$ cat src/rtl/tlk2711_pkg.sv
// Shared types for the tlk2711 AXI read arbiter: source ids, AR attribute payload, AR FSM states.
// No logic; imported by the arbiter top and its testbench.
package tlk2711_pkg;

  localparam logic SRC_A = 1'b0;
  localparam logic SRC_B = 1'b1;

  typedef enum logic {
    IDLE,
    ISSUE
  } state_t;

  // Address is carried separately because its width is a module parameter.
  typedef struct packed {
    logic [7:0] len;
    logic [2:0] size;
    logic [1:0] burst;
    logic [2:0] prot;
    logic [3:0] cache;
    logic       user;
  } ar_attr_t;

endpackage

$ cat src/rtl/tlk2711_axi_rd_arbiter_if.sv
// AXI4 read address + read data channel bundle (no write channels, no RID).
// master drives AR and accepts R; slave is the mirror.
interface tlk2711_axi_rd_arbiter_if #(
  parameter int ADDR_WIDTH = 48,
  parameter int DATA_WIDTH = 64
);
  logic                  arvalid;
  logic                  arready;
  logic [3:0]            arid;
  logic [ADDR_WIDTH-1:0] araddr;
  logic [7:0]            arlen;
  logic [2:0]            arsize;
  logic [1:0]            arburst;
  logic [2:0]            arprot;
  logic [3:0]            arcache;
  logic                  aruser;
  logic [DATA_WIDTH-1:0] rdata;
  logic [1:0]            rresp;
  logic                  rlast;
  logic                  rvalid;
  logic                  rready;

  modport master (
    output arvalid, arid, araddr, arlen, arsize, arburst, arprot, arcache, aruser,
    input  arready,
    input  rdata, rresp, rlast, rvalid,
    output rready
  );

  modport slave (
    input  arvalid, arid, araddr, arlen, arsize, arburst, arprot, arcache, aruser,
    output arready,
    output rdata, rresp, rlast, rvalid,
    input  rready
  );
endinterface

$ cat src/rtl/tlk2711_src_fifo.sv
// 1-bit source-order FIFO, depth DEPTH (any value >= 2), pointers wrap modulo DEPTH.
// Output is the registered head; push ignored when full, pop ignored when empty.
module tlk2711_src_fifo #(
  parameter  int DEPTH = 4,
  localparam int CW    = $clog2(DEPTH + 1),
  localparam int PW    = $clog2(DEPTH)
) (
  input  logic          clk,
  input  logic          rst,
  input  logic          push,
  input  logic          din,
  input  logic          pop,
  output logic          dout,
  output logic          full,
  output logic          empty,
  output logic [CW-1:0] count
);

  logic [DEPTH-1:0] mem;
  logic [PW-1:0]    wr_ptr;
  logic [PW-1:0]    rd_ptr;
  logic             do_push;
  logic             do_pop;

  function automatic logic [PW-1:0] wrap_inc(input logic [PW-1:0] p);
    return (p == PW'(DEPTH - 1)) ? '0 : p + PW'(1);
  endfunction

  assign do_push = push && !full;
  assign do_pop  = pop && !empty;
  assign full    = (count == CW'(DEPTH));
  assign empty   = (count == '0);
  assign dout    = mem[rd_ptr];

  always_ff @(posedge clk or posedge rst) begin
    if (rst) begin
      mem    <= '0;
      wr_ptr <= '0;
      rd_ptr <= '0;
      count  <= '0;
    end else begin
      if (do_push) begin
        mem[wr_ptr] <= din;
        wr_ptr      <= wrap_inc(wr_ptr);
      end
      if (do_pop) rd_ptr <= wrap_inc(rd_ptr);
      case ({do_push, do_pop})
        2'b10:   count <= count + CW'(1);
        2'b01:   count <= count - CW'(1);
        default: count <= count;
      endcase
    end
  end

endmodule

$ cat src/rtl/tlk2711_axi_rd_arbiter.sv
// Round-robin share of one AXI4 read port between two DMA readers; AR latency 1 cycle, max 1 AR / 2 cycles.
// R beats follow a source-order FIFO; the head source's rready backpressures the PS, no new AR when FIFO full.
module tlk2711_axi_rd_arbiter
  import tlk2711_pkg::*;
#(
  parameter int         ADDR_WIDTH      = 48,
  parameter int         AXI_RDATA_WIDTH = 64,
  parameter int         OUTSTANDING     = 4,
  parameter logic [3:0] M_ARID          = 4'h0
) (
  input  logic                     clk,
  input  logic                     rst,
  tlk2711_axi_rd_arbiter_if.slave  s0_axi,
  tlk2711_axi_rd_arbiter_if.slave  s1_axi,
  tlk2711_axi_rd_arbiter_if.master m_axi,
  output logic                     o_busy,
  output logic                     o_err_unexp_r
);

  localparam int CW = $clog2(OUTSTANDING + 1);

  state_t                state, state_nxt;
  logic                  last_grant;
  logic                  src_q;
  logic [ADDR_WIDTH-1:0] addr_q;
  ar_attr_t              attr_q;
  ar_attr_t              attr0, attr1;
  logic                  room, grant, win, push, pop;
  logic                  fifo_head, fifo_full, fifo_empty;
  logic [CW-1:0]         fifo_count;
  logic                  unexp, unexp_d;

  assign attr0 = {s0_axi.arlen, s0_axi.arsize, s0_axi.arburst, s0_axi.arprot, s0_axi.arcache, s0_axi.aruser};
  assign attr1 = {s1_axi.arlen, s1_axi.arsize, s1_axi.arburst, s1_axi.arprot, s1_axi.arcache, s1_axi.aruser};

  // The burst being issued already holds a FIFO slot in the budget.
  assign room = (32'(fifo_count) + 32'(state == ISSUE)) < OUTSTANDING;

  always_comb begin
    state_nxt      = state;
    grant          = 1'b0;
    win            = SRC_A;
    push           = 1'b0;
    case (state)
      IDLE: begin
        if (room && (s0_axi.arvalid || s1_axi.arvalid)) begin
          grant     = 1'b1;
          win       = (s0_axi.arvalid && s1_axi.arvalid) ? ~last_grant : s1_axi.arvalid;
          state_nxt = ISSUE;
        end
      end
      ISSUE: begin
        if (m_axi.arready) begin
          push      = 1'b1;
          state_nxt = IDLE;
        end
      end
      default: state_nxt = IDLE;
    endcase
    s0_axi.arready = grant && (win == SRC_A);
    s1_axi.arready = grant && (win == SRC_B);
  end

  always_ff @(posedge clk or posedge rst) begin
    if (rst) begin
      state      <= IDLE;
      last_grant <= SRC_B;
      src_q      <= SRC_A;
      addr_q     <= '0;
      attr_q     <= '0;
    end else begin
      state <= state_nxt;
      if (grant) begin
        src_q  <= win;
        addr_q <= (win == SRC_B) ? s1_axi.araddr : s0_axi.araddr;
        attr_q <= (win == SRC_B) ? attr1 : attr0;
      end
      if (push) last_grant <= src_q;
    end
  end

  assign m_axi.arvalid = (state == ISSUE);
  assign m_axi.arid    = M_ARID;
  assign m_axi.araddr  = addr_q;
  assign {m_axi.arlen, m_axi.arsize, m_axi.arburst, m_axi.arprot, m_axi.arcache, m_axi.aruser} = attr_q;

  tlk2711_src_fifo #(.DEPTH(OUTSTANDING)) u_src_fifo (
    .clk   (clk),
    .rst   (rst),
    .push  (push),
    .din   (src_q),
    .pop   (pop),
    .dout  (fifo_head),
    .full  (fifo_full),
    .empty (fifo_empty),
    .count (fifo_count)
  );

  // Only the FIFO head source sees rvalid; rready is only taken from it.
  assign pop            = m_axi.rvalid && m_axi.rready && m_axi.rlast;
  assign s0_axi.rvalid  = !fifo_empty && (fifo_head == SRC_A) && m_axi.rvalid;
  assign s1_axi.rvalid  = !fifo_empty && (fifo_head == SRC_B) && m_axi.rvalid;
  assign m_axi.rready   = !fifo_empty && ((fifo_head == SRC_B) ? s1_axi.rready : s0_axi.rready);
  assign s0_axi.rdata   = m_axi.rdata;
  assign s0_axi.rresp   = m_axi.rresp;
  assign s0_axi.rlast   = m_axi.rlast;
  assign s1_axi.rdata   = m_axi.rdata;
  assign s1_axi.rresp   = m_axi.rresp;
  assign s1_axi.rlast   = m_axi.rlast;

  // A stalled unexpected beat raises the error once, not every cycle it waits.
  assign unexp  = fifo_empty && m_axi.rvalid;
  assign o_busy = !fifo_empty || (state == ISSUE);

  always_ff @(posedge clk or posedge rst) begin
    if (rst) begin
      unexp_d       <= 1'b0;
      o_err_unexp_r <= 1'b0;
    end else begin
      unexp_d       <= unexp;
      o_err_unexp_r <= unexp && !unexp_d;
    end
  end

  logic unused_ok;
  assign unused_ok = ^{s0_axi.arid, s1_axi.arid, fifo_full};

endmodule

$ cat src/flat_wrapper.sv
// flat-port wrapper written by rule: the top's interface ports become plain ports
module tlk2711_axi_rd_arbiter_flat import tlk2711_pkg::*;
#(
  parameter int         ADDR_WIDTH      = 48,
  parameter int         AXI_RDATA_WIDTH = 64,
  parameter int         OUTSTANDING     = 4,
  parameter logic [3:0] M_ARID          = 4'h0
)
  (clk, rst, o_busy, o_err_unexp_r, s0_axi_arvalid, s0_axi_arid, s0_axi_araddr, s0_axi_arlen, s0_axi_arsize, s0_axi_arburst, s0_axi_arprot, s0_axi_arcache, s0_axi_aruser, s0_axi_arready, s0_axi_rdata, s0_axi_rresp, s0_axi_rlast, s0_axi_rvalid, s0_axi_rready, s1_axi_arvalid, s1_axi_arid, s1_axi_araddr, s1_axi_arlen, s1_axi_arsize, s1_axi_arburst, s1_axi_arprot, s1_axi_arcache, s1_axi_aruser, s1_axi_arready, s1_axi_rdata, s1_axi_rresp, s1_axi_rlast, s1_axi_rvalid, s1_axi_rready, m_axi_arvalid, m_axi_arid, m_axi_araddr, m_axi_arlen, m_axi_arsize, m_axi_arburst, m_axi_arprot, m_axi_arcache, m_axi_aruser, m_axi_arready, m_axi_rdata, m_axi_rresp, m_axi_rlast, m_axi_rvalid, m_axi_rready);
  tlk2711_axi_rd_arbiter_if #(.ADDR_WIDTH(ADDR_WIDTH), .DATA_WIDTH((64))) s0_axi_i ();
  tlk2711_axi_rd_arbiter_if #(.ADDR_WIDTH(ADDR_WIDTH), .DATA_WIDTH((64))) s1_axi_i ();
  tlk2711_axi_rd_arbiter_if #(.ADDR_WIDTH(ADDR_WIDTH), .DATA_WIDTH((64))) m_axi_i ();
  input  logic clk;
  input  logic rst;
  output logic o_busy;
  output logic o_err_unexp_r;
  input wire logic [$bits(s0_axi_i.arvalid)-1:0] s0_axi_arvalid;
  input wire logic [$bits(s0_axi_i.arid)-1:0] s0_axi_arid;
  input wire logic [$bits(s0_axi_i.araddr)-1:0] s0_axi_araddr;
  input wire logic [$bits(s0_axi_i.arlen)-1:0] s0_axi_arlen;
  input wire logic [$bits(s0_axi_i.arsize)-1:0] s0_axi_arsize;
  input wire logic [$bits(s0_axi_i.arburst)-1:0] s0_axi_arburst;
  input wire logic [$bits(s0_axi_i.arprot)-1:0] s0_axi_arprot;
  input wire logic [$bits(s0_axi_i.arcache)-1:0] s0_axi_arcache;
  input wire logic [$bits(s0_axi_i.aruser)-1:0] s0_axi_aruser;
  output wire logic [$bits(s0_axi_i.arready)-1:0] s0_axi_arready;
  output wire logic [$bits(s0_axi_i.rdata)-1:0] s0_axi_rdata;
  output wire logic [$bits(s0_axi_i.rresp)-1:0] s0_axi_rresp;
  output wire logic [$bits(s0_axi_i.rlast)-1:0] s0_axi_rlast;
  output wire logic [$bits(s0_axi_i.rvalid)-1:0] s0_axi_rvalid;
  input wire logic [$bits(s0_axi_i.rready)-1:0] s0_axi_rready;
  input wire logic [$bits(s1_axi_i.arvalid)-1:0] s1_axi_arvalid;
  input wire logic [$bits(s1_axi_i.arid)-1:0] s1_axi_arid;
  input wire logic [$bits(s1_axi_i.araddr)-1:0] s1_axi_araddr;
  input wire logic [$bits(s1_axi_i.arlen)-1:0] s1_axi_arlen;
  input wire logic [$bits(s1_axi_i.arsize)-1:0] s1_axi_arsize;
  input wire logic [$bits(s1_axi_i.arburst)-1:0] s1_axi_arburst;
  input wire logic [$bits(s1_axi_i.arprot)-1:0] s1_axi_arprot;
  input wire logic [$bits(s1_axi_i.arcache)-1:0] s1_axi_arcache;
  input wire logic [$bits(s1_axi_i.aruser)-1:0] s1_axi_aruser;
  output wire logic [$bits(s1_axi_i.arready)-1:0] s1_axi_arready;
  output wire logic [$bits(s1_axi_i.rdata)-1:0] s1_axi_rdata;
  output wire logic [$bits(s1_axi_i.rresp)-1:0] s1_axi_rresp;
  output wire logic [$bits(s1_axi_i.rlast)-1:0] s1_axi_rlast;
  output wire logic [$bits(s1_axi_i.rvalid)-1:0] s1_axi_rvalid;
  input wire logic [$bits(s1_axi_i.rready)-1:0] s1_axi_rready;
  output wire logic [$bits(m_axi_i.arvalid)-1:0] m_axi_arvalid;
  output wire logic [$bits(m_axi_i.arid)-1:0] m_axi_arid;
  output wire logic [$bits(m_axi_i.araddr)-1:0] m_axi_araddr;
  output wire logic [$bits(m_axi_i.arlen)-1:0] m_axi_arlen;
  output wire logic [$bits(m_axi_i.arsize)-1:0] m_axi_arsize;
  output wire logic [$bits(m_axi_i.arburst)-1:0] m_axi_arburst;
  output wire logic [$bits(m_axi_i.arprot)-1:0] m_axi_arprot;
  output wire logic [$bits(m_axi_i.arcache)-1:0] m_axi_arcache;
  output wire logic [$bits(m_axi_i.aruser)-1:0] m_axi_aruser;
  input wire logic [$bits(m_axi_i.arready)-1:0] m_axi_arready;
  input wire logic [$bits(m_axi_i.rdata)-1:0] m_axi_rdata;
  input wire logic [$bits(m_axi_i.rresp)-1:0] m_axi_rresp;
  input wire logic [$bits(m_axi_i.rlast)-1:0] m_axi_rlast;
  input wire logic [$bits(m_axi_i.rvalid)-1:0] m_axi_rvalid;
  output wire logic [$bits(m_axi_i.rready)-1:0] m_axi_rready;
  assign s0_axi_i.arvalid = s0_axi_arvalid;
  assign s0_axi_i.arid = s0_axi_arid;
  assign s0_axi_i.araddr = s0_axi_araddr;
  assign s0_axi_i.arlen = s0_axi_arlen;
  assign s0_axi_i.arsize = s0_axi_arsize;
  assign s0_axi_i.arburst = s0_axi_arburst;
  assign s0_axi_i.arprot = s0_axi_arprot;
  assign s0_axi_i.arcache = s0_axi_arcache;
  assign s0_axi_i.aruser = s0_axi_aruser;
  assign s0_axi_arready = s0_axi_i.arready;
  assign s0_axi_rdata = s0_axi_i.rdata;
  assign s0_axi_rresp = s0_axi_i.rresp;
  assign s0_axi_rlast = s0_axi_i.rlast;
  assign s0_axi_rvalid = s0_axi_i.rvalid;
  assign s0_axi_i.rready = s0_axi_rready;
  assign s1_axi_i.arvalid = s1_axi_arvalid;
  assign s1_axi_i.arid = s1_axi_arid;
  assign s1_axi_i.araddr = s1_axi_araddr;
  assign s1_axi_i.arlen = s1_axi_arlen;
  assign s1_axi_i.arsize = s1_axi_arsize;
  assign s1_axi_i.arburst = s1_axi_arburst;
  assign s1_axi_i.arprot = s1_axi_arprot;
  assign s1_axi_i.arcache = s1_axi_arcache;
  assign s1_axi_i.aruser = s1_axi_aruser;
  assign s1_axi_arready = s1_axi_i.arready;
  assign s1_axi_rdata = s1_axi_i.rdata;
  assign s1_axi_rresp = s1_axi_i.rresp;
  assign s1_axi_rlast = s1_axi_i.rlast;
  assign s1_axi_rvalid = s1_axi_i.rvalid;
  assign s1_axi_i.rready = s1_axi_rready;
  assign m_axi_arvalid = m_axi_i.arvalid;
  assign m_axi_arid = m_axi_i.arid;
  assign m_axi_araddr = m_axi_i.araddr;
  assign m_axi_arlen = m_axi_i.arlen;
  assign m_axi_arsize = m_axi_i.arsize;
  assign m_axi_arburst = m_axi_i.arburst;
  assign m_axi_arprot = m_axi_i.arprot;
  assign m_axi_arcache = m_axi_i.arcache;
  assign m_axi_aruser = m_axi_i.aruser;
  assign m_axi_i.arready = m_axi_arready;
  assign m_axi_i.rdata = m_axi_rdata;
  assign m_axi_i.rresp = m_axi_rresp;
  assign m_axi_i.rlast = m_axi_rlast;
  assign m_axi_i.rvalid = m_axi_rvalid;
  assign m_axi_rready = m_axi_i.rready;
  tlk2711_axi_rd_arbiter #(.ADDR_WIDTH(ADDR_WIDTH), .AXI_RDATA_WIDTH(AXI_RDATA_WIDTH), .OUTSTANDING(OUTSTANDING), .M_ARID(M_ARID)) u_core (.clk(clk), .rst(rst), .s0_axi(s0_axi_i), .s1_axi(s1_axi_i), .m_axi(m_axi_i), .o_busy(o_busy), .o_err_unexp_r(o_err_unexp_r));
endmodule
$ cat config.mk
export PLATFORM = sky130hd
export DESIGN_NAME = tlk2711_axi_rd_arbiter_flat
export DESIGN_NICKNAME = d
export VERILOG_FILES = /design/src/rtl/tlk2711_pkg.sv /design/src/rtl/tlk2711_axi_rd_arbiter_if.sv /design/src/rtl/tlk2711_src_fifo.sv /design/src/rtl/tlk2711_axi_rd_arbiter.sv /design/src/flat_wrapper.sv
export SDC_FILE = /design/constraint.sdc
export NUM_CORES = 1
export LEC_CHECK = 0
export BUFFER_PORTS_ARGS = -buffer_cell sky130_fd_sc_hd__buf_2
export CELL_PAD_IN_SITES_DETAIL_PLACEMENT = 2
export CELL_PAD_IN_SITES_GLOBAL_PLACEMENT = 2
export CORE_AREA = 2 2 169 171
export DETAILED_ROUTE_END_ITERATION = 6
export DIE_AREA = 0 0 171 173
export GPL_TIMING_DRIVEN = 0
export PLACE_DENSITY_LB_ADDON = 0.1
export SLEW_MARGIN = 20
export SYNTH_ARGS = -nofsm -noshare
export SYNTH_HDL_FRONTEND = slang
export SYNTH_HIERARCHICAL = 1
export SYNTH_SLANG_ARGS = --single-unit
$ cat constraint.sdc
create_clock -name clk -period 2.7 [get_ports clk]
set_input_delay 0.135 -clock clk [delete_from_list [all_inputs] [get_ports clk]]
set_output_delay 0.135 -clock clk [all_outputs]
set_load 0.01 [all_outputs]
**Yosys cells after proc, flatten, opt, wreduce, memory -nomap -nowiden**

Index checks and enable logic that the tools add are counted.

- Flip-flop bits (word level): 85
- Logic and storage cells: 77

- Add/subtract/negate cells: 5
- Order comparisons: 4
- Eq/ne operators: 5
- Mux-type cells: 20
- Bitwise logic cells: 4
- Reductions and logical operators: 23

Operator list:

| cell | count |
|---|---|
| $mux 48 | 1 |
| $lt 32x3->1 const B | 1 |
| $mux 21 | 1 |
| $logic_and 1x1->1 | 16 |
| $mux 1 | 11 |
| $eq 2x2->1 const B | 3 |
| $lt 2x3->1 const B | 2 |
| $pmux 3 s2 | 1 |
| $add 2x1->2 const B | 2 |
| $add 3x1->4 | 1 |
| $bwmux 4 | 1 |
| $mux 2 | 2 |
| $not 1->1 | 4 |
| $add 3x1->3 const B | 1 |
| $eq 3x3->1 const B | 1 |
| $logic_not 1->1 | 3 |
| $logic_not 3->1 | 1 |
| $sub 3x1->3 const B | 1 |
| $bmux 1 s2 | 1 |
| $demux 1 s2 | 1 |
| $eq 2x1->1 const B | 1 |
| $ge 2x1->1 const B | 1 |
| $logic_or 1x1->1 | 2 |
| $pmux 1 s2 | 1 |
| $reduce_bool 2->1 | 1 |

**Depth between registers and ports, before layout**

Gate-level depths: netlist of run 1.

- Depth in word-level cells: 9
- Gate-level depth with buffers: 12
- Gate-level depth less buffers: 12

**Hierarchy**

The synthesis of run 1 kept the hierarchy.

By module, submodules not included:

| module | times used | cells an instance | area each (um2) | sequential area each (um2) |
|---|---|---|---|---|
| tlk2711_axi_rd_arbiter | 1 | 552 | 4832.1 | 1853.0 |
| tlk2711_src_fifo | 1 | 58 | 636.9 | 275.3 |

**Least setup slack after synthesis of run 1**

No wires, ideal clock.

- Kind: register -> register
- Start: reg u_core.u_src_fifo.rd_ptr[0]
- End: reg u_core.u_src_fifo.count[2]
- Library setup time: 0.079 ns
- Arrival time: 2.508 ns
- Path slack: 0.112 ns
- Cell stages (with the launch flop): 13
- Buffers on the path: 0
- Clock period less this slack: 2.588 ns
- Cell sequence: dfrtp_1 > mux4_2 > mux2i_1 > nor2_1 > and3_1 > nand2b_1 > inv_1 > ha_1 > inv_1 > fa_1 > xor2_1 > nor2_1 > xor2_1

- Cells in the longest elaborated chain, start to end: 9

RTL lines:

| element | line | text |
|---|---|---|
| from (decl) | tlk2711_src_fifo.sv:21 | `logic [PW-1:0] rd_ptr;` |
| from (signal assigned) | tlk2711_src_fifo.sv:46 | `if (do_pop) rd_ptr <= wrap_inc(rd_ptr);` |
| $bmux 1 s2 * | tlk2711_src_fifo.sv:33 | `assign dout = mem[rd_ptr];` |
| $mux 1 (not written as such) * | tlk2711_src_fifo.sv:33 |  |
| via u_core.fifo_head | tlk2711_axi_rd_arbiter.sv:29 | `logic fifo_head, fifo_full, fifo_empty;` |
| $mux 1 * | tlk2711_axi_rd_arbiter.sv:103 | `assign m_axi.rready = !fifo_empty && ((fifo_head == SRC_B) ? s1_axi.rready : s0_axi.rready);` |
| $logic_and 1x1->1 * | tlk2711_axi_rd_arbiter.sv:103 |  |
| via m_axi_rready | flat_wrapper.sv:61 | `output wire logic [$bits(m_axi_i.rready)-1:0] m_axi_rready;` |
| $logic_and 1x1->1 * (2 in series) | tlk2711_axi_rd_arbiter.sv:100 | `assign pop = m_axi.rvalid && m_axi.rready && m_axi.rlast;` |
| via u_core.pop | tlk2711_axi_rd_arbiter.sv:28 | `logic room, grant, win, push, pop;` |
| $logic_and 1x1->1 * | tlk2711_src_fifo.sv:30 | `assign do_pop = pop && !empty;` |
| via u_core.u_src_fifo.do_pop | tlk2711_src_fifo.sv:23 | `logic do_pop;` |
| $eq 2x1->1 or $eq 2x2->1 (tied branches) | tlk2711_src_fifo.sv:47 | `case ({do_push, do_pop})` |
| $pmux 3 s2 or $reduce_bool 2->1 (tied branches) | - |  |
| to (signal assigned) | tlk2711_src_fifo.sv:48 | `2'b10: count <= count + CW'(1);` |
| to (signal assigned) | tlk2711_src_fifo.sv:49 | `2'b01: count <= count - CW'(1);` |
| to (signal assigned) | tlk2711_src_fifo.sv:50 | `default: count <= count;` |
| to (decl) | tlk2711_src_fifo.sv:16 | `output logic [CW-1:0] count` |

The timed path passes the listed nets; every way through them passes the cells marked *. The select of a mux whose other input is x is not followed.
A chain may end at the register's enable or synchronous reset.

**Worst setup path in the final report of run 1**

- Start: reg u_core.u_src_fifo.rd_ptr[0]
- End: reg u_core.u_src_fifo.count[2]

- Cells in the longest elaborated chain, start to end: 9

RTL lines:

| element | line |
|---|---|
| $bmux 1 s2 * | tlk2711_src_fifo.sv:33 |
| $mux 1 (not written as such) * | tlk2711_src_fifo.sv:33 |
| via u_core.fifo_head | tlk2711_axi_rd_arbiter.sv:29 |
| $mux 1 * | tlk2711_axi_rd_arbiter.sv:103 |
| $logic_and 1x1->1 * | tlk2711_axi_rd_arbiter.sv:103 |
| $logic_and 1x1->1 * (2 in series) | tlk2711_axi_rd_arbiter.sv:100 |
| via u_core.pop | tlk2711_axi_rd_arbiter.sv:28 |
| $logic_and 1x1->1 * | tlk2711_src_fifo.sv:30 |
| via u_core.u_src_fifo.do_pop | tlk2711_src_fifo.sv:23 |
| $eq 2x1->1 or $eq 2x2->1 (tied branches) | tlk2711_src_fifo.sv:47 |
| $pmux 3 s2 or $reduce_bool 2->1 (tied branches) | - |

Marks and branches as above.

==> results.cfg, run 1 <==
[layout]
drive_above_1_share_pct = 54.78
fin_nets = 1216
diodes = 0
layout.cells.non_filler = 1371
area_growth_pct = 49.30

[sta]
fin_crit_sh_pct = 94.90
tns_ns = 0
hold_violations = 0
drv_slew = 0
rsz0062_at_grt = true
worst_slew_pin_slew_ns = 0.6834
max_slew_margin_pct = 54.09
setup_ws_ns = 0.1377
fmax_mhz = 390.3
finalCriticalPeriod_ns = 2.562
setup_violations = 0
skew_ns = 0.007297

[logic_synthesis]
synth_cells = 610
synth_top_area_share_pct = 38.44
synthArstFlopShare_pct = 100.0
synth_top_flop_cell = dfrtp_1
yosys.area.top_type = dfrtp_1
ys_ff_latch = 85
synthesis.area_um2 = 5469
synth_common_cells = buf_4, inv_1, dfrtp_1, o21ai_0, o221ai_1
synth_area_leaders = dfrtp_1, buf_4, inv_1
synth-edff-count = 0
post_synth.cell_area_avg_um2 = 8.966
ys_types = 39
ys_seq_area_share_pct = 38.92
yosysWarnings = 6
yosysMostFrequentCell = buf_4

[clock_network]
insertion_delay_ns = 0.34
clock-sinks = 85
path_clk_slew_ns = 0.07
cts_made_buffers = 9
clockBufferDepth = 2
htree_levels = 3
cts_root_buf = clkbuf_16
tritoncts = yes

[global_routing]
track_usage_pct = 15.82
grt_max_degree = 45
antenna_found_initial = 4
grt_pass1_wl_mm = 36.54
grt_pass1_vias = 6123
overflow = 0

[route]
wl_per_cell_um = 17.46
drc_errors = 0
dr.pass1.iters = 4
ant_nets = 0
vias_per_cell = 4.143
drt_wl_total_mm = 23.94
first_iter_violations = 199
routed-via-count = 5680

[min_path]
hold_path_class = in -> reg

[worst_setup_path]
worstPathCellList = mux4_2 -> mux2i_1 -> nor2_1 -> and3_1 -> nand2b_1 -> inv_2 -> ha_4 -> inv_2 -> fa_2 -> xor2_1 -> nor2_1 -> xor2_1
cp-end-kind = register
worstSetupStartpointType = register
slowest_delay_ns = 0.55
cp_max_fo = 3
crit_required_ns = 2.97
crit_type = reg -> reg
cp_slowest_cell = mux4_2
cp_top_family = multiplexers
worstPathArrival_ns = 2.83
worstPathBufferInverterCount = 2

[pwr]
power_mw = 7.108
switching_share_pct = 40.55
clockPowerShare_pct = 19.8
powerDensity_nw_per_um2 = 870.5
p_leak_nw = 4.478
vdd_drop_max_mv = 0.2465
combPwrFrac_pct = 48.8
power_switching_mw = 2.883
seqPwrFrac_pct = 31.3
p_int_mw = 4.225

[floorplanning]
rows = 61
fp.dieArea_um2 = 29580
die_w_um = 171
start_util_pct = 19.79
boundaryPins = 436
core-area_um2 = 27630
dieHeight_um = 173

[run]
cap_violations = 0

[place]
place_ws_ns = -0.02093
port_buffers = 356
placed_cells = 1348
gp_congestion = 0.7181
dp.final_hpwl_mm = 19.33

[status]
status = completed
[final timing paths]
kind	cells past startpoint	end	slack [ns]	from
worst max-delay path	12	u_core/u_src_fifo/count[2]	0.14	u_core/u_src_fifo/rd_ptr[0]
worst min-delay path	3	u_core/m_axi.araddr[9]	0.06	s1_axi_araddr[9]
worst max register to register	12	u_core/u_src_fifo/count[2]	0.14	u_core/u_src_fifo/rd_ptr[0]
worst min register to register	1	u_core/o_err_unexp_r	0.40	u_core/unexp_d
max in group asynchronous	4	u_core/last_grant	1.67	rst
min in group asynchronous	3	u_core/m_axi.araddr[9]	0.38	rst
[flip-flops by register name (all words and copies together), names as in the netlist, 3 cells and up]
signal / cells
u_core/u_src_fifo/mem: 4
u_core/m_axi.arcache: 4
u_core/m_axi.arsize: 3
u_core/m_axi.arlen: 8
u_core/u_src_fifo/count: 3
u_core/m_axi.araddr: 48
u_core/m_axi.arprot: 3
[kinds of logic after synthesis]
logic type	after synthesis	synth area share (%)
DFF	85	38.92
and+or+nand+nor	28	2.997
other	1	0.06857
buffers and inverters	295	30.52
adders and majority gates	7	1.739
muxes	8	1.945
xor gates and xnor gates	3	0.4805
AOI/OAI and AO/OA	183	23.34
[metrics by stage]
step / hold slack, ns / util [%] / cell area [um^2]
floorplan: -0.01256 / - / 5480
global placement: 0.2051 / 28.00 / 7735
detailed placement: 0.2114 / 28.10 / 7765
CTS: 0.03978 / 29.42 / 8128
global route: 0.06233 / 29.55 / 8165
finish: 0.05615 / 29.55 / 8165
[layer usage]
layer	wire (um)	up-vias	global-route usage, %	part of all wire (%)
met5	57	-	0	0.24
li1	-	2686	-	-
met4	165	8	2.578	0.69
met1	9522	2734	19.42	40
met2	12060	234	27.81	50
met3	2134	18	4.440	8.9
[power by group through the flow]
stage,logic (mW),registers [mW],clock network [mW]
global route,3.90,2.34,1.51
CTS,3.54,2.25,1.47
global placement,3.45,2.25,0
finish,3.47,2.23,1.41
detailed placement,3.50,2.27,0
floorplan,1.75,2.46,0
[layout make-up]
type | instances | area [um^2]
Fill cell | 3318 | 19460
Sequential cell | 85 | 2128
Timing Repair Buffer | 364 | 1867
Multi-Input combinational cell | 233 | 1698
Buffer | 178 | 1230
Tap cell | 378 | 473.0
Inverter | 117 | 441.7
Clock buffer | 13 | 260.3
Clock inverter | 3 | 67.56
[what timing repair did]
action	4_1_cts	5_1_grt
pin swaps	0	3
setup buffers	2	3
resized for setup	0	5
setup endpoints to repair	1	1
hold endpoints to repair	42	0
hold buffers	2	0
[layout by cell type (no fill, tap or decap), types with 4 or more instances in the layout]
master / n
buf_2: 364
buf_4: 143
clkbuf_1: 30
clkbuf_16: 9
conb_1: 4
dfrtp_1: 84
ha_1: 5
inv_1: 113
nand2_1: 10
nor2_1: 4
o2111ai_1: 33
o211ai_1: 33
o21ai_0: 76
o221ai_1: 36
[worst reg2reg max path: stages, from the launching register on]
cell	delay (ns)
dfrtp_1	0.37
mux4_2	0.55
mux2i_1	0.14
nor2_1	0.12
and3_1	0.17
nand2b_1	0.11
inv_2	0.09
ha_4	0.13
inv_2	0.04
fa_2	0.34
xor2_1	0.14
nor2_1	0.13
xor2_1	0.15
Power figures use the tool's default switching activity.
==> run 2, diff against run 1 <==
- CORE_AREA: 2 2 169 171 -> unset
- CORE_MARGIN: unset -> 2
- CORE_UTILIZATION: unset -> 20
- DIE_AREA: 0 0 171 173 -> unset
==> results.cfg, run 2 (synthesis results as in run 1) <==
[sta]
setup_violations = 0
worst_slew_pin_slew_ns = 0.5696
max_slew_margin_pct = 61.74
fin_crit_sh_pct = 94.85
finalCriticalPeriod_ns = 2.561
hold_violations = 0
drv_slew = 0
holdWs_ns = 0.05271
fmax_mhz = 390.5
skew_ns = 0.006222

[global_routing]
met1_usage_pct = 18.21
use_met2_pct = 26.90
grt_max_degree = 39
grt_util_met3_pct = 3.312
track_usage_pct = 14.90
grt.busiest_layer = met2
antenna_found_initial = 0
grt_pass1_vias = 5892
grt_pass1_wl_mm = 33.36
overflow = 0

[clock_network]
tritoncts = yes
cts_made_buffers = 9
htree_levels = 3
path_clk_slew_ns = 0.07
insertion_delay_ns = 0.35
cts_root_buf = clkbuf_16
clockBufferDepth = 2
clock-sinks = 85

[layout]
fin_nets = 1215
final_cell_mix = buf_2, buf_4, inv_1
final_util_pct = 30.11
drive_above_1_share_pct = 54.64
largest_reg_flops = 48
area_growth_pct = 47.98
final_common_cell = buf_2

[worst_setup_path]
slowest_delay_ns = 0.56
cp_max_fo = 3
cp-end-kind = register
timing.rr.end = u_core/u_src_fifo/count[2]
regToRegSetupSlack_ns = 0.14
crit_type = reg -> reg
worstPathArrival_ns = 2.83
r2r_start = u_core/u_src_fifo/rd_ptr[0]
worstPathCellList = mux4_2 -> mux2i_1 -> nor2_1 -> and3_1 -> nand2b_1 -> inv_1 -> ha_2 -> inv_1 -> fa_2 -> xor2_1 -> nor2_1 -> xor2_1
worstSetupStartpointType = register
worstPathBufferInverterCount = 2
crit_required_ns = 2.97
worst_r2r_path_depth = 12
cp_slowest_cell = mux4_2
cp_top_family = multiplexers

[route]
first_iter_violations = 218
wl_per_cell_um = 16.68
drc_errors = 0
routed-via-count = 5628
drt_wl_total_mm = 22.25
vias_per_cell = 4.219
dr.pass1.iters = 4
ant_nets = 0

[pwr]
power_switching_mw = 2.841
combPwrFrac_pct = 48.6
powerDensity_nw_per_um2 = 864.2
switching_share_pct = 40.63
clockPowerShare_pct = 19.5
p_int_mw = 4.152
p_leak_nw = 4.463
vdd_drop_max_mv = 0.2863
seqPwrFrac_pct = 31.9

[floorplanning]
core-area_um2 = 26880
fp.dieArea_um2 = 28680
start_util_pct = 20.35
boundaryPins = 436
rows = 60
dieHeight_um = 169.4
die_w_um = 169.4

[min_path]
hold_path_class = in -> reg
whs_path_depth = 3
min-delay-start = s0_axi_arprot[0]
holdPathEnd = u_core/m_axi.arprot[0]

[place]
gp_congestion = 0.6864
port_buffers = 356
dp.final_hpwl_mm = 17.93

[run]
cap_violations = 0

[status]
status = completed
-- run 2: cell types whose count changed in the layout (fill, tap and decap cells not counted), sizes merged --
cell	change
buf	-1
diode	+1
clkbuf	-3
clkinvlp	+2
clkinv	+1
-- run 2: worst register-to-register path, stage by stage (launching register included) --
cell and delay [ns]:
dfrtp_1 0.38, mux4_2 0.56, mux2i_1 0.14, nor2_1 0.11, and3_1 0.16, nand2b_1 0.07, inv_1 0.06, ha_2 0.17
inv_1 0.05, fa_2 0.33, xor2_1 0.15, nor2_1 0.15, xor2_1 0.16
-- run 2: metal layers --
metal  vias to the layer above  wire (um)
met5                         -          0
met4                         0        157
met2                       202      11540
met3                         9       1351
li1                       2679          -
met1                      2738       9197
-- run 2: cell type report --
class	count	area [um^2]
multi-input cells	233	1688
flip-flops and latches	85	2128
well taps	341	426.7
repair buffers	363	1859
plain buffers	178	1230
fillers	3182	18780
clock buffers	10	229.0
inverters	117	441.7
clock inverters	6	87.58
diodes	1	2.502
-- run 2: worst max path at each step --
stage                            endpoint  cells past startpoint                   startpoint
3_5_place_dp   u_core/u_src_fifo/count[2]                     12  u_core/u_src_fifo/rd_ptr[0]
3_3_place_gp      u_core/m_axi.araddr[19]                      2                          rst
6_report       u_core/u_src_fifo/count[2]                     12  u_core/u_src_fifo/rd_ptr[0]
5_1_grt        u_core/u_src_fifo/count[2]                     12  u_core/u_src_fifo/rd_ptr[0]
4_1_cts        u_core/u_src_fifo/count[2]                     12  u_core/u_src_fifo/rd_ptr[0]
2_1_floorplan  u_core/u_src_fifo/count[2]                     12  u_core/u_src_fifo/rd_ptr[0]
-- run 2: timing repair --
| action | in CTS | in global routing |
|---|---|---|
| endpoints found under the hold margin | 49 | 0 |
| gates cloned | 0 | 0 |
| setup buffers | 1 | 3 |
| pin swaps | 0 | 2 |
| gates resized for setup | 0 | 2 |
| endpoints found under the setup margin | 1 | 1 |
| hold buffers | 2 | 0 |
-- run 2: power groups by stage --
stage                     logic [mW]  registers, mW  clock network, mW
after floorplan                 1.75           2.46                  0
after global placement          3.40           2.25                  0
after detailed placement        3.44           2.27                  0
after CTS                       3.47           2.24               1.43
after global routing            3.81           2.33               1.45
final                           3.40           2.23               1.36
-- run 2: through the flow --
step | power [mW] | std cells | setup TNS, ns | instance area (um^2) | setup slack, ns
final | 6.993 | 1334 | 0 | 8093 | 0.1390
after global routing | 7.588 | 1333 | -0.02111 | 8090 | -0.02111
after CTS | 7.138 | 1330 | 0 | 8063 | 0.004753
after detailed placement | 5.712 | 1311 | -0.02161 | 7719 | -0.02161
after global placement | 5.647 | 1310 | -58.71 | 7689 | -0.8106
after floorplan | 4.205 | 613 | 0 | 5480 | 0.1125
==> run 3, diff against run 2 <==
- CELL_PAD_IN_SITES_DETAIL_PLACEMENT: 2 -> 1
- CORE_AREA: unset -> 2 2 171 173
- CORE_MARGIN: 2 -> unset
- CORE_UTILIZATION: 20 -> unset
- DIE_AREA: unset -> 0 0 173 175
- clock period: 2.7 -> 3 ns (I/O delays scaled with it)
==> results.cfg, run 3 (synthesis results as in run 1) <==
[route]
highest_layer = met5
wl_met2_mm = 10.93
dr.pass1.iters = 4
vias_per_cell = 4.059
wl_met3_mm = 1.624
met1Wirelength_mm = 9.660
routed-via-count = 5569
drc_errors = 0
first_iter_violations = 228
wl_per_cell_um = 16.35
ant_nets = 0
drt_wl_total_mm = 22.43

[layout]
multiInputGateArea_um2 = 1683
final_cell_mix = buf_2, buf_4, inv_1
fillers = 3492
largest_reg_flops = 48
drive_above_1_share_pct = 54.20
final_cell_area_um2 = 8095
final_util_pct = 28.51
area_growth_pct = 48.02
fin_nets = 1211
regArea_um2 = 2128
final_common_cell = buf_2

[global_routing]
grt_max_degree = 49
overflow = 0
grt_pass1_wl_mm = 34.38
antenna_found_initial = 3
track_usage_pct = 14.45
grt_pass1_vias = 5907

[sta]
worst_slew_pin_slew_ns = 0.6067
holdWs_ns = 0.06462
setup_ws_ns = 0.2908
max_slew_margin_pct = 59.24
finalCriticalPeriod_ns = 2.709
skew_ns = 0.008484
fmax_mhz = 369.1
rsz0062_at_grt = false
drv_slew = 0
hold_violations = 0
setup_violations = 0
fin_crit_sh_pct = 90.31

[worst_setup_path]
critPathLaunch = u_core/u_src_fifo/rd_ptr[0]
timing.rr.end = u_core/u_src_fifo/count[2]
cp_max_fo = 4
worstPathArrival_ns = 2.98
cp-end-kind = register
crit_required_ns = 3.27
r2r_start = u_core/u_src_fifo/rd_ptr[0]
crit_type = reg -> reg
worstSetupStartpointType = register
regToRegSetupSlack_ns = 0.29
worst_r2r_path_depth = 12

[floorplanning]
start_util_pct = 19.26
dieHeight_um = 175
die_w_um = 173
core-area_um2 = 28390
rows = 62
fp.dieArea_um2 = 30280
boundaryPins = 436

[clock_network]
clockBufferDepth = 2
cts_root_buf = clkbuf_16
path_clk_slew_ns = 0.07
cts_made_buffers = 9
insertion_delay_ns = 0.35
tritoncts = yes
cts_resized = 0
htree_levels = 3
clock-sinks = 85

[pwr]
power_mw = 6.213
powerDensity_nw_per_um2 = 767.4
p_leak_nw = 4.450
vdd_drop_max_mv = 0.2469

[status]
status = completed

[place]
gp_congestion = 0.7250
port_buffers = 356
place_ws_ns = 0.2850
placed_cell_area_um2 = 7772
dp.final_hpwl_mm = 17.76

[min_path]
min-delay-start = s1_axi_araddr[5]
hold_path_class = in -> reg
holdPathEnd = u_core/m_axi.araddr[5]
whs_path_depth = 3

[run]
cap_violations = 0
-- run 3: final cells by class --
cell class                      count  share of cell area [%]
Sequential cell                    85                   26.29
Clock inverter                      3                  0.5410
Multi-Input combinational cell    233                   20.79
Clock buffer                       12                   3.168
Buffer                            178                   15.19
Timing Repair Buffer              359                   22.60
Antenna cell                        1                 0.03091
Inverter                          117                   5.456
Tap cell                          384                   5.935
-- run 3: layer usage --
metal	vias to the layer above	GRT usage, %
met5	-	0
met2	258	24.73
met1	2620	18.34
met3	14	4.025
met4	2	2.507
li1	2675	-
-- run 3: timing repair --
action                                 CTS  global route
endpoints found under the hold margin   38             0
hold buffers                             2             0
setup buffers                            0             0
setup endpoints to repair                0             0
-- run 3: worst max-delay path, cell delays in order (launching register included) --
cell      delay (ns)
dfrtp_1         0.42
mux4_2          0.58
mux2i_1         0.15
nor2_1          0.11
and3_1          0.18
nand2b_1        0.10
inv_1           0.08
ha_1            0.17
inv_1           0.06
fa_1            0.37
xor2_1          0.15
nor2_1          0.12
xor2_1          0.15
-- run 3: how the worst max path moves through the flow --
stage                                 endpoint  slack (ns)  depth (start not counted)
finish              u_core/u_src_fifo/count[2]        0.29                         12
CTS                 u_core/u_src_fifo/count[2]        0.27                         12
global route        u_core/u_src_fifo/count[2]        0.09                         12
floorplan           u_core/u_src_fifo/count[2]        0.41                         12
global placement       u_core/m_axi.araddr[29]       -0.53                          2
detailed placement  u_core/u_src_fifo/count[2]        0.28                         12
-- run 3: stage by stage --
| step | setup TNS [ns] | cells |
|---|---|---|
| finish | 0 | 1372 |
| global route | 0 | 1372 |
| CTS | 0 | 1371 |
| detailed placement | 0 | 1354 |
| global placement | -37.97 | 1353 |
| floorplan | 0 | 613 |
-- run 3: where the power goes --
part	total, mW	internal (mW)	switching (mW)
registers	2.01	1.70	0.303
clock network	1.18	0.689	0.490
logic	3.03	1.28	1.75
total	6.21	3.67	2.54
